<file path="config.mk">
export PLATFORM = sky130hd
export DESIGN_NAME = data_lsu_flat
export DESIGN_NICKNAME = d
export VERILOG_FILES = /design/src/rtl/data_lsu_if.sv /design/src/rtl/data_lsu.sv /design/src/flat_wrapper.sv
export SDC_FILE = /design/constraint.sdc
export NUM_CORES = 1
export LEC_CHECK = 0
export CORE_ASPECT_RATIO = 1.4
export CORE_MARGIN = 2
export CORE_UTILIZATION = 45
export CTS_CLUSTER_SIZE = 28
export DETAILED_ROUTE_END_ITERATION = 8
export PLACE_DENSITY = 0.8
export REMOVE_ABC_BUFFERS = 1
export SYNTH_ARGS = -nofsm -noshare
export SYNTH_HDL_FRONTEND = slang
export SYNTH_SLANG_ARGS = --single-unit
</file>
<file path="constraint.sdc">
create_clock -name clk -period 3 [get_ports clk]
set_clock_uncertainty 0.1 [all_clocks]
set_input_delay 0.6 -clock clk [delete_from_list [all_inputs] [get_ports clk]]
set_output_delay 0.6 -clock clk [all_outputs]
set_load 0.1 [all_outputs]
</file>
<file path="src/rtl/data_lsu_if.sv">
// Core-side request/response bundle and LSU-to-data_ram bus for data_lsu.
// data_lsu_if : req_valid/req_ready handshake with we/op/addr/wdata; single-cycle rsp_valid with rdata/err.
// lsu_ram_if  : wen_n (active-low write), mem_op, word addr, din towards the RAM; dout back (one-cycle read latency).

interface data_lsu_if;
    logic        req_valid;
    logic        req_ready;
    logic        req_we;
    logic [2:0]  req_op;
    logic [31:0] req_addr;
    logic [31:0] req_wdata;
    logic        rsp_valid;
    logic [31:0] rsp_rdata;
    logic        rsp_err;

    modport master (
        output req_valid, req_we, req_op, req_addr, req_wdata,
        input  req_ready, rsp_valid, rsp_rdata, rsp_err
    );

    modport slave (
        input  req_valid, req_we, req_op, req_addr, req_wdata,
        output req_ready, rsp_valid, rsp_rdata, rsp_err
    );
endinterface

interface lsu_ram_if;
    logic        wen_n;
    logic [2:0]  mem_op;
    logic [31:0] addr;
    logic [31:0] din;
    logic [31:0] dout;

    modport master (
        output wen_n, mem_op, addr, din,
        input  dout
    );

    modport slave (
        input  wen_n, mem_op, addr, din,
        output dout
    );
endinterface

</file>
<file path="src/rtl/data_lsu.sv">
// Load/store unit: byte-addressed loads/stores to data_ram with lane extract, extension, sub-word RMW.
// Latency from accept: error 1, load 3, direct store 2, read-modify-write store 4 cycles to rsp_valid.
// One request in flight; req_ready only in IDLE; response is a one-cycle pulse with no backpressure.
//
// Ports: clk, rst (synchronous, active-high); core (data_lsu_if.slave): request/response;
//        ram (lsu_ram_if.master): wen_n/mem_op/addr/din out, dout in.
// Optional feature: define DATA_LSU_RANGE_CHECK_EN to reject addresses beyond the 2 KiB RAM.

module data_lsu (
    input  logic      clk,
    input  logic      rst,
    data_lsu_if.slave core,
    lsu_ram_if.master ram
);

    typedef enum logic [2:0] {
        IDLE,
        LD_A,
        LD_D,
        RMW_A,
        RMW_D,
        ST_W,
        RSP
    } state_t;

    localparam logic [2:0] OP_WORD = 3'b010;

    state_t      state_q,     state_d;
    logic [2:0]  op_q,        op_d;
    logic [1:0]  off_q,       off_d;
    logic [31:0] wdata_q,     wdata_d;
    logic        rmw_q,       rmw_d;
    logic        req_ready_q, req_ready_d;
    logic        rsp_valid_q, rsp_valid_d;
    logic        rsp_err_q,   rsp_err_d;
    logic [31:0] rsp_rdata_q, rsp_rdata_d;
    logic        wen_n_q,     wen_n_d;
    logic [2:0]  mem_op_q,    mem_op_d;
    logic [31:0] addr_q,      addr_d;
    logic [31:0] din_q,       din_d;

    logic        accept;
    logic        op_legal;
    logic        misaligned;
    logic        range_err;
    logic        req_err;
    logic [31:0] ld_shift;
    logic [31:0] ld_ext;
    logic [31:0] st_merged;

    assign accept = core.req_valid & req_ready_q;

`ifdef DATA_LSU_RANGE_CHECK_EN
    assign range_err = |core.req_addr[31:11];
`else
    // Upper bits are simply dropped by the RAM's 9-bit word index (aliasing).
    assign range_err = 1'b0;
`endif

    always_comb begin
        op_legal = 1'b0;
        case (core.req_op)
            3'b000, 3'b001, 3'b010, 3'b100, 3'b101: op_legal = 1'b1;
            default:                                op_legal = 1'b0;
        endcase
        misaligned = ((core.req_op[1:0] == 2'b01) && core.req_addr[0]) ||
                     ((core.req_op[1:0] == 2'b10) && (core.req_addr[1:0] != 2'b00));
        req_err    = !op_legal || misaligned || range_err;
    end

    // Load lane extraction: shift the addressed lane down, then extend per op.
    assign ld_shift = ram.dout >> {off_q, 3'b000};

    always_comb begin
        ld_ext = ld_shift;
        case (op_q)
            3'b000:  ld_ext = {{24{ld_shift[7]}}, ld_shift[7:0]};
            3'b100:  ld_ext = {24'h0, ld_shift[7:0]};
            3'b001:  ld_ext = {{16{ld_shift[15]}}, ld_shift[15:0]};
            3'b101:  ld_ext = {16'h0, ld_shift[15:0]};
            default: ld_ext = ld_shift;
        endcase
    end

    // RMW merge. Only reached with off != 0; a legal half store then sits at off == 2.
    always_comb begin
        st_merged = ram.dout;
        if (op_q[1:0] == 2'b00) begin
            st_merged[{off_q, 3'b000} +: 8] = wdata_q[7:0];
        end else begin
            st_merged[31:16] = wdata_q[15:0];
        end
    end

    always_comb begin
        state_d     = state_q;
        op_d        = op_q;
        off_d       = off_q;
        wdata_d     = wdata_q;
        rmw_d       = rmw_q;
        rsp_err_d   = rsp_err_q;
        rsp_rdata_d = rsp_rdata_q;
        addr_d      = addr_q;
        din_d       = din_q;

        case (state_q)
            IDLE: begin
                if (accept) begin
                    op_d        = core.req_op;
                    off_d       = core.req_addr[1:0];
                    wdata_d     = core.req_wdata;
                    addr_d      = {2'b00, core.req_addr[31:2]};
                    din_d       = core.req_wdata;
                    rsp_rdata_d = 32'h0;
                    rsp_err_d   = req_err;
                    rmw_d       = core.req_we && (core.req_op[1:0] != 2'b10) &&
                                  (core.req_addr[1:0] != 2'b00);
                    if (req_err) begin
                        state_d = RSP;
                    end else if (!core.req_we) begin
                        state_d = LD_A;
                    end else if (rmw_d) begin
                        state_d = RMW_A;
                    end else begin
                        state_d = ST_W;
                    end
                end
            end
            LD_A:  state_d = LD_D;
            LD_D: begin
                rsp_rdata_d = ld_ext;
                state_d     = RSP;
            end
            RMW_A: state_d = RMW_D;
            RMW_D: begin
                din_d   = st_merged;
                state_d = ST_W;
            end
            ST_W:  state_d = RSP;
            RSP:   state_d = IDLE;
            default: state_d = IDLE;
        endcase

        // Outputs are registered off the next state so they line up with it.
        req_ready_d = (state_d == IDLE);
        rsp_valid_d = (state_d == RSP);
        wen_n_d     = (state_d != ST_W);
        // A direct store lets the RAM mask lanes; a merged word goes out as a full word.
        mem_op_d    = ((state_d == ST_W) && !rmw_d) ? op_d : OP_WORD;
    end

    always_ff @(posedge clk) begin
        if (rst) begin
            state_q     <= IDLE;
            op_q        <= OP_WORD;
            off_q       <= 2'b00;
            wdata_q     <= 32'h0;
            rmw_q       <= 1'b0;
            req_ready_q <= 1'b1;
            rsp_valid_q <= 1'b0;
            rsp_err_q   <= 1'b0;
            rsp_rdata_q <= 32'h0;
            wen_n_q     <= 1'b1;
            mem_op_q    <= OP_WORD;
            addr_q      <= 32'h0;
            din_q       <= 32'h0;
        end else begin
            state_q     <= state_d;
            op_q        <= op_d;
            off_q       <= off_d;
            wdata_q     <= wdata_d;
            rmw_q       <= rmw_d;
            req_ready_q <= req_ready_d;
            rsp_valid_q <= rsp_valid_d;
            rsp_err_q   <= rsp_err_d;
            rsp_rdata_q <= rsp_rdata_d;
            wen_n_q     <= wen_n_d;
            mem_op_q    <= mem_op_d;
            addr_q      <= addr_d;
            din_q       <= din_d;
        end
    end

    assign core.req_ready = req_ready_q;
    assign core.rsp_valid = rsp_valid_q;
    assign core.rsp_err   = rsp_err_q;
    assign core.rsp_rdata = rsp_rdata_q;

    // Reset is synchronous, so a reset landing in ST_W would still see wen_n_q low
    // for that cycle; gate it directly so no write escapes.
    assign ram.wen_n  = wen_n_q | rst;
    assign ram.mem_op = mem_op_q;
    assign ram.addr   = addr_q;
    assign ram.din    = din_q;

endmodule

</file>
<file path="src/flat_wrapper.sv">
// flat-port wrapper written by rule: the top's interface ports become plain ports
module data_lsu_flat 
  (clk, rst, core_req_valid, core_req_we, core_req_op, core_req_addr, core_req_wdata, core_req_ready, core_rsp_valid, core_rsp_rdata, core_rsp_err, ram_wen_n, ram_mem_op, ram_addr, ram_din, ram_dout);
  data_lsu_if core_i ();
  lsu_ram_if ram_i ();
  input  logic clk;
  input  logic rst;
  input wire logic [$bits(core_i.req_valid)-1:0] core_req_valid;
  input wire logic [$bits(core_i.req_we)-1:0] core_req_we;
  input wire logic [$bits(core_i.req_op)-1:0] core_req_op;
  input wire logic [$bits(core_i.req_addr)-1:0] core_req_addr;
  input wire logic [$bits(core_i.req_wdata)-1:0] core_req_wdata;
  output wire logic [$bits(core_i.req_ready)-1:0] core_req_ready;
  output wire logic [$bits(core_i.rsp_valid)-1:0] core_rsp_valid;
  output wire logic [$bits(core_i.rsp_rdata)-1:0] core_rsp_rdata;
  output wire logic [$bits(core_i.rsp_err)-1:0] core_rsp_err;
  output wire logic [$bits(ram_i.wen_n)-1:0] ram_wen_n;
  output wire logic [$bits(ram_i.mem_op)-1:0] ram_mem_op;
  output wire logic [$bits(ram_i.addr)-1:0] ram_addr;
  output wire logic [$bits(ram_i.din)-1:0] ram_din;
  input wire logic [$bits(ram_i.dout)-1:0] ram_dout;
  assign core_i.req_valid = core_req_valid;
  assign core_i.req_we = core_req_we;
  assign core_i.req_op = core_req_op;
  assign core_i.req_addr = core_req_addr;
  assign core_i.req_wdata = core_req_wdata;
  assign core_req_ready = core_i.req_ready;
  assign core_rsp_valid = core_i.rsp_valid;
  assign core_rsp_rdata = core_i.rsp_rdata;
  assign core_rsp_err = core_i.rsp_err;
  assign ram_wen_n = ram_i.wen_n;
  assign ram_mem_op = ram_i.mem_op;
  assign ram_addr = ram_i.addr;
  assign ram_din = ram_i.din;
  assign ram_i.dout = ram_dout;
  data_lsu u_core (.clk(clk), .rst(rst), .core(core_i), .ram(ram_i));
endmodule
</file>
* Yosys cells after proc, flatten, opt, wreduce, memory -nomap -nowiden
Cells that the tools add are included.
** Cells by class
- $add $sub $neg :: 1
- Equality and inequality tests :: 19
- Shift operators :: 3
- Mux-type cells :: 18
- Bitwise gates (word level) :: 3
- Reductions and logical operators :: 23
** Operators by type and width (count)
- $pmux 32 s2 :: 2
- $pmux 32 s4 :: 1
- $mux 32 :: 2
- $bwmux 32 :: 1
- $mux 16 :: 2
- $shift 8x7->32 const A :: 1
- $shiftx 8x7->32 :: 1
- $shr 32x5->32 :: 1
- $eq 3x3->1 const B :: 8
- $mux 3 :: 6
- $pmux 3 s5 :: 1
- $logic_not 3->1 :: 4
- $eq 3x1->1 const B :: 3
- $eq 3x2->1 const B :: 3
- $neg 5->7 :: 1
- $reduce_and 2->1 :: 3
- $reduce_bool 2->1 :: 3
- $logic_and 1x1->1 :: 5
- $reduce_or 5->1 :: 1
- $reduce_or 2->1 :: 2
- $mux 1 :: 3
- $ne 3x3->1 const B :: 1
- $eq 2x1->1 const B :: 1
- $eq 2x2->1 const B :: 1
- 8 further kinds :: 10
** Storage, ports and cells
- Flip-flop bits (word level) :: 126
- Bits of input ports :: 103
- Output and inout port bits :: 103
- Word-level logic and storage cells :: 80

* Logic depth before layout (Yosys ltp)
Gate-level depths: netlist (run 1).
- Depth in word-level cells :: 12
- Depth in mapped cells :: 8
- Depth with buffers taken out :: 6

* Worst setup path before layout (run 1)
No wires, ideal clock.
- Path kind :: reg2reg
- Start point :: register u_core.req_ready_q, in the netlist u_core.core.req_ready
- End point :: register u_core.mem_op_q[1], in the netlist u_core.ram.mem_op[1]
- Setup time :: 0.124 ns
- Arrival :: 2.193 ns
- Required time :: 2.776 ns
- Path slack :: 0.583 ns
- Stages on the path, launching flop included :: 6
- Path buffers :: 2
- Period minus slack after synthesis :: 2.417 ns
- Path through :: dfxtp_1 > nor4bb_1 > buf_2 > nand2_1 > buf_2 > a2111o_1
** Between the ends
- Longest elaborated chain between the ends :: 7
- Elaborated cells between the ends (all ways) :: 12
- Those cells by class :: eq/ne (1); mux (6); bitwise (2); reduce/logical (3)
** RTL lines
- from (decl) :: line data_lsu.sv:33 : logic req_ready_q, req_ready_d;
- from (signal assigned) :: line data_lsu.sv:173 : req_ready_q <= req_ready_d;
- $and 1x1->1 * :: line data_lsu.sv:51 : assign accept = core.req_valid & req_ready_q;
- $mux 3 or $mux 1 (tied branches) :: line data_lsu.sv:108 : if (accept) begin
- $pmux 3 s5 or $mux 1 (tied branches) :: line data_lsu.sv:106 : case (state_q)
- $eq 3x3->1 or $logic_not 1->1 (tied branches) :: line data_lsu.sv:149 : mem_op_d = ((state_d == ST_W) && !rmw_d) ? op_d : OP_WORD;
- $logic_and 1x1->1 :: line data_lsu.sv:149
- $not 1->1 (no source line)
- $reduce_or 2->1 (no source line)
- to (signal assigned) :: line data_lsu.sv:178 : mem_op_q <= mem_op_d;
- to (decl) :: line data_lsu.sv:38 : logic [2:0] mem_op_q, mem_op_d;
Mark *: on every way between the ends. The rest lies on a longest branch, timed or not.
A chain may end at the register's enable or synchronous reset.

* Final worst setup path (run 1)
- Start point :: register u_core.state_q[1]
- End point :: register u_core.rsp_rdata_q[30], in the netlist u_core.core.rsp_rdata[30]
** Between the ends
- Longest elaborated chain between the ends :: 3
- Elaborated cells between the ends (all ways) :: 6
- Those cells by class :: eq/ne (2); mux (1); reduce/logical (3)
** RTL lines
- from (decl) :: line data_lsu.sv:28 : state_t state_q, state_d;
- from (signal assigned) :: line data_lsu.sv:168 : state_q <= state_d;
- $eq 3x2->1 or $logic_not 3->1 (tied branches) :: line data_lsu.sv:106
- $reduce_bool 2->1 (no source line) or $ne 2x1->1 (tied branches)
- $reduce_and 2->1 (no source line)
- to (signal assigned) :: line data_lsu.sv:176 : rsp_rdata_q <= rsp_rdata_d;
- to (decl) :: line data_lsu.sv:36 : logic [31:0] rsp_rdata_q, rsp_rdata_d;
Several ways; a longest one is shown, not always the timed one.

==> results.json, run 1 <==
{
  "cts_buffers": 17,
  "grt_pass1_vias": 5682,
  "num_vias": 5704,
  "synth_most_common_cell": "nand2_1",
  "run_status": "finished, final reports clean",
  "wl_per_cell_um": 19.3,
  "clk_pin_slew_worst_paths_ns": 0.05,
  "setup_viol": 0,
  "power_density_nw_per_um2": 1110,
  "drive_gt1_frac": 0.213,
  "cts_tree": "built",
  "clock_path_buffers": 2,
  "die_area_um2": 13300,
  "max-cap-violations": 0,
  "yosysWarnings": 0,
  "p_total_mw": 8.93,
  "finalHoldViolCount": 0,
  "p_leak_nw": 3.15,
  "cts_setup_buffers": 0,
  "critPathArrivalTime_ns": 2.61,
  "finalCriticalPeriod_ns": 2.36,
  "synth_top_area_frac": 0.452,
  "initial_core_util": 0.458,
  "fin_util": 0.658,
  "rsz0062_at_grt": "false",
  "synth_flop_cell": "dfxtp_1",
  "grt_pass1_wl_um": 29400,
  "netlist_area_um2": 5580,
  "synth_common_cells": "nand2_1 (128), dfxtp_1 (126), a21oi_1 (72)",
  "drtIter0Drc": 367,
  "seq_area_um2": 2520,
  "first_pass_iters": 5,
  "clk_latency_ns": 0.41,
  "synth_cell_type_count": 56,
  "tightest_slew_ns": 0.913,
  "drt.antenna.violating_nets": 0,
  "synth_seq_cells": 126,
  "grt_max_degree": 68,
  "gr-usage-all-layers": 0.278,
  "io_pins": 206,
  "fillers": 989,
  "drc": 0,
  "synth_area_leaders": "dfxtp_1 (45%), nand2_1 (8.6%), a21oi_1 (6.5%)",
  "multi_input_area_um2": 2800,
  "crit_path_start_kind": "register",
  "cp.required_ns": 3.25,
  "drt-vias-per-instance": 5.87,
  "critPathKind": "reg -> reg",
  "crit_path_end_kind": "register",
  "rows": 48,
  "core_area_um2": 12200,
  "clock_sinks": 126,
  "synth_area_leader_cell": "dfxtp_1",
  "cts_root_buf": "clkbuf_16",
  "postCtsHoldBufs": 0,
  "max_freq_ghz": 0.424,
  "area_growth_pct": 43.7,
  "holdWs_ns": 0.354,
  "gp_congestion": 0.992,
  "slew_headroom": 0.390,
  "cts_resized": 0,
  "synth-edff-count": 0,
  "wl_um": 18700,
  "die_w_um": 98.1,
  "postSynthCellCount": 624,
  "yosysSeqAreaShare": 0.452,
  "numPortBuffers": 203,
  "placed_area_um2": 7450,
  "final_area_um2": 8020,
  "antenna_found_initial": 1,
  "gr-total-overflow": 0,
  "cts.htree.levels": 4,
  "timing.final.crit_share": 0.786,
  "fp.dieH_um": 136,
  "vdd_drop_max_v": 0.000742,
  "nNetsFinal": 917,
  "maxSlewViolCount": 0,
  "async_flop_share": 0,
  "hp-class": "reg -> reg",
  "dp_hpwl_um": 14000,
  "crit_fanout": 13,
  "avgSynthCellArea_um2": 8.94
}
## cell usage in the layout (no fill, tap or decap), types with 8 or more instances in the layout
| cell | synthesis | routed |
|---|---|---|
| nor2_1 | 14 | 13 |
| nand2_1 | 128 | 127 |
| a21oi_1 | 72 | 72 |
| nand3_1 | 10 | 10 |
| a22oi_1 | 35 | 35 |
| clkdlybuf4s50_1 | 0 | 101 |
| a311oi_1 | 8 | 8 |
| mux2i_1 | 24 | 24 |
| o22ai_1 | 25 | 25 |
| dfxtp_1 | 126 | 126 |
| a221o_1 | 24 | 24 |
| buf_4 | 3 | 114 |
| clkbuf_16 | 0 | 17 |
| mux2_2 | 8 | 8 |
| o21ai_0 | 18 | 18 |
## registers in the layout, summed over array words and instances, names as in the netlist
name / count
u_core.op_q: 3
u_core.wen_n_q: 1
u_core.core.rsp_rdata: 32
u_core.wdata_q: 16
u_core.ram.addr: 30
u_core.ram.din: 32
u_core.off_q: 2
u_core.rmw_q: 1
u_core.core.rsp_err: 1
u_core.core.rsp_valid: 1
u_core.core.req_ready: 1
u_core.ram.mem_op: 3
u_core.state_q: 3
## routing by layer
metal	global-route usage	share of wire
met5	0	0
met4	0.180	0.056
met3	0.0660	0.076
met2	0.458	0.50
met1	0.323	0.37
## layout make-up
cell class                      count  area share
Sequential cell                   126       0.315
Tap cell                          150      0.0234
Clock inverter                      6     0.00718
Multi-Input combinational cell    437       0.349
Timing Repair Buffer              218       0.238
Inverter                            9     0.00421
Antenna cell                        1    0.000312
Clock buffer                       25      0.0631
## critical path, stage by stage (launching register included)
cell     delay, ns
dfxtp_1       0.69
nor3b_2       0.30
and4_1        0.44
and2_0        0.52
a221o_1       0.24
## worst paths after layout
check / startpoint / slack [ns] / to / cells past startpoint
max reg2reg: u_core.state_q[1]$_SDFF_PP0_ / 0.64 / u_core.core.rsp_rdata[30]$_SDFFE_PP0P_ / 4
max: u_core.state_q[1]$_SDFF_PP0_ / 0.64 / u_core.core.rsp_rdata[30]$_SDFFE_PP0P_ / 4
min reg2reg: u_core.wdata_q[12]$_SDFFE_PP0P_ / 0.35 / u_core.wdata_q[12]$_SDFFE_PP0P_ / 2
min: u_core.wdata_q[12]$_SDFFE_PP0P_ / 0.35 / u_core.wdata_q[12]$_SDFFE_PP0P_ / 2
## report_power, final
part           internal [mW]  switching, mW  leakage (nW)
Combinational           1.14           3.50          1.84
Sequential              2.06          0.296          1.03
Clock                   1.24          0.697         0.279
Total                   4.44           4.49          3.15
## metrics by stage
stage	setup TNS, ns	setup slack (ns)	instances
final	0	0.642	972
after global routing	0	0.480	972
after CTS	0	0.665	971
after detailed placement	0	0.326	940
after global placement	0	0.364	940
after floorplan	-140.96	-1.77	572
## cells by family (layout without fill, tap and decap cells)
logic type | count (synthesis) | after routing | share of synthesized area
compound gates | 219 | 219 | 0.272
simple gates | 177 | 177 | 0.149
flops | 126 | 126 | 0.452
buf+inv | 62 | 258 | 0.0496
mux | 33 | 33 | 0.0632
fa+ha+maj | 5 | 5 | 0.0112
other cells | 1 | 3 | 0.000672
xor+xnor | 1 | 1 | 0.00157
(Power assumes the default switching activity.)
==> inputs of run 2 (changes only) <==
--- a/config.mk
+++ b/config.mk
@@ -7,10 +7,10 @@
 export LEC_CHECK = 0
 export CORE_ASPECT_RATIO = 1.4
 export CORE_MARGIN = 2
-export CORE_UTILIZATION = 45
+export CORE_UTILIZATION = 40
 export CTS_CLUSTER_SIZE = 28
 export DETAILED_ROUTE_END_ITERATION = 8
-export PLACE_DENSITY = 0.8
+export PLACE_DENSITY = 0.75
 export REMOVE_ABC_BUFFERS = 1
 export SYNTH_ARGS = -nofsm -noshare
 export SYNTH_HDL_FRONTEND = slang
==> constraint.sdc (replaced) <==
create_clock -name clk -period 2.1 [get_ports clk]
set_clock_uncertainty 0.1 [all_clocks]
set_input_delay 0.42 -clock clk [delete_from_list [all_inputs] [get_ports clk]]
set_output_delay 0.42 -clock clk [all_outputs]
set_load 0.1 [all_outputs]
==> results.json, run 2 (synthesized netlist as in run 1, its figures left out) <==
{
  "worst_slack_ns": 0.0845,
  "multi_input_area_um2": 2840,
  "gr-usage-all-layers": 0.252,
  "power_density_nw_per_um2": 1570,
  "max-cap-violations": 0,
  "cts_buffers": 17,
  "gr-total-overflow": 0,
  "placed_area_um2": 7840,
  "first_pass_iters": 5,
  "num_vias": 5821,
  "final_area_um2": 8530,
  "setup_viol": 0,
  "crit_fanout": 3,
  "critPathArrivalTime_ns": 2.20,
  "die_area_um2": 14900,
  "cts_tree": "built",
  "hp-class": "reg -> reg",
  "finalCriticalPeriod_ns": 2.02,
  "drc": 0,
  "fillers": 1192,
  "initial_core_util": 0.405,
  "tightest_slew_ns": 0.541,
  "crit_path_start_kind": "input pin",
  "cts_root_buf": "clkbuf_16",
  "crit_path_end_kind": "register",
  "dp_hpwl_um": 14700,
  "run_status": "finished, final reports clean",
  "vdd_drop_max_v": 0.000819,
  "p_total_mw": 13.4,
  "cp.required_ns": 2.29,
  "drtIter0Drc": 320,
  "area_growth_pct": 52.8,
  "critPathKind": "in -> reg",
  "gp_congestion": 0.877,
  "numPortBuffers": 203,
  "fp.dieH_um": 144,
  "place_inst": 1014,
  "slew_headroom": 0.638,
  "die_w_um": 104,
  "drt.antenna.violating_nets": 0,
  "clk_latency_ns": 0.41,
  "final_cells": 1050,
  "postCtsHoldBufs": 0,
  "maxSlewViolCount": 0,
  "fin_util": 0.619,
  "layout_common_cells": "buf_4 (151), nand2_1 (127), dfxtp_1 (126)",
  "timing.final.crit_share": 0.960,
  "clock_sinks": 126,
  "max_freq_ghz": 0.496,
  "drt-vias-per-instance": 5.54,
  "io_pins": 206,
  "grt_pass1_wl_um": 29600,
  "nNetsFinal": 959,
  "wl_um": 19500,
  "drive_gt1_frac": 0.262,
  "pre_cts_ws_ns": -0.318,
  "wl_per_cell_um": 18.6,
  "p_leak_nw": 3.40,
  "clock_path_buffers": 2,
  "finalHoldViolCount": 0,
  "final_common_cell": "buf_4",
  "rsz0062_at_grt": "true",
  "grt_max_degree": 75,
  "core_area_um2": 13800,
  "clk_pin_slew_worst_paths_ns": 0.05,
  "rows": 51,
  "antenna_found_initial": 1,
  "seq_area_um2": 2520,
  "grt_pass1_vias": 5648,
  "cts.htree.levels": 4
}
==> run 2: changes by cell type in the layout (fill, tap and decap cells not counted), moves of 2 or more <==
cell / previous run / this run
bufinv_16: 1 / 3
a221oi_2: 0 / 2
buf_4: 114 / 151
a221oi_1: 7 / 5
clkinv_4: 0 / 4
clkbuf_1: 3 / 0
clkbuf_8: 5 / 2
buf_12: 2 / 6
==> run 2: power breakdown <==
group	switching, mW	internal [mW]	total [mW]
logic	5.11	1.93	7.04
clock network	1.12	1.93	3.05
registers	0.396	2.95	3.34
==> run 2: timing repair <==
action,in CTS,in global routing
gates resized for setup,1,8
setup buffers,0,3
setup endpoints to repair,7,35
pin swaps,0,2
endpoints found under the hold margin,0,0
==> run 2: per-layer routing <==
metal	routed length [um]	global-route usage
met1	7380	0.279
met2	9940	0.446
met3	1230	0.0621
met4	930	0.139
met5	0	0
==> run 2: worst paths after layout <==
path                                         start                                to  slack, ns  cells past startpoint
setup / recovery                  core_req_addr[1]   u_core.ram.mem_op[1]$_SDFF_PP1_       0.08                      5
hold / removal    u_core.ram.addr[29]$_SDFFE_PP0P_  u_core.ram.addr[29]$_SDFFE_PP0P_       0.35                      2
setup reg to reg      u_core.off_q[0]$_SDFFE_PP0P_   u_core.ram.din[22]$_SDFFE_PP0P_       0.09                      8
hold reg to reg   u_core.ram.addr[29]$_SDFFE_PP0P_  u_core.ram.addr[29]$_SDFFE_PP0P_       0.35                      2
==> run 2: through the flow <==
| step | hold WS, ns | setup TNS [ns] |
|---|---|---|
| finish | 0.354 | 0 |
| global route | 0.367 | -0.0275 |
| CTS | 0.353 | 0 |
| detailed placement | 0.345 | -23.91 |
| global placement | 0.341 | -22.10 |
| floorplan | 0.327 | -249.22 |
==> run 2: worst max-delay path: stages <==
cell and delay [ns]:
clkdlybuf4s50_1 0.43, or4_4 0.57, a211oi_2 0.30, o211ai_2 0.11
a2111o_1 0.37
==> run 2: area by class of cell <==
cell class	count	area share
Multi-Input combinational cell	437	0.333
Sequential cell	126	0.296
Timing Repair Buffer	260	0.267
Clock buffer	19	0.0531
Tap cell	185	0.0271
Clock inverter	13	0.0192
Inverter	9	0.00396
Antenna cell	1	0.000293
==> inputs of run 3 (changes only) <==
--- a/config.mk
+++ b/config.mk
@@ -5,6 +5,7 @@
 export SDC_FILE = /design/constraint.sdc
 export NUM_CORES = 1
 export LEC_CHECK = 0
+export CAP_MARGIN = 25
 export CORE_ASPECT_RATIO = 1.4
 export CORE_MARGIN = 2
 export CORE_UTILIZATION = 40
==> results of run 3 <==
No change in the layout: final DEF, timing and power equal those of run 2.
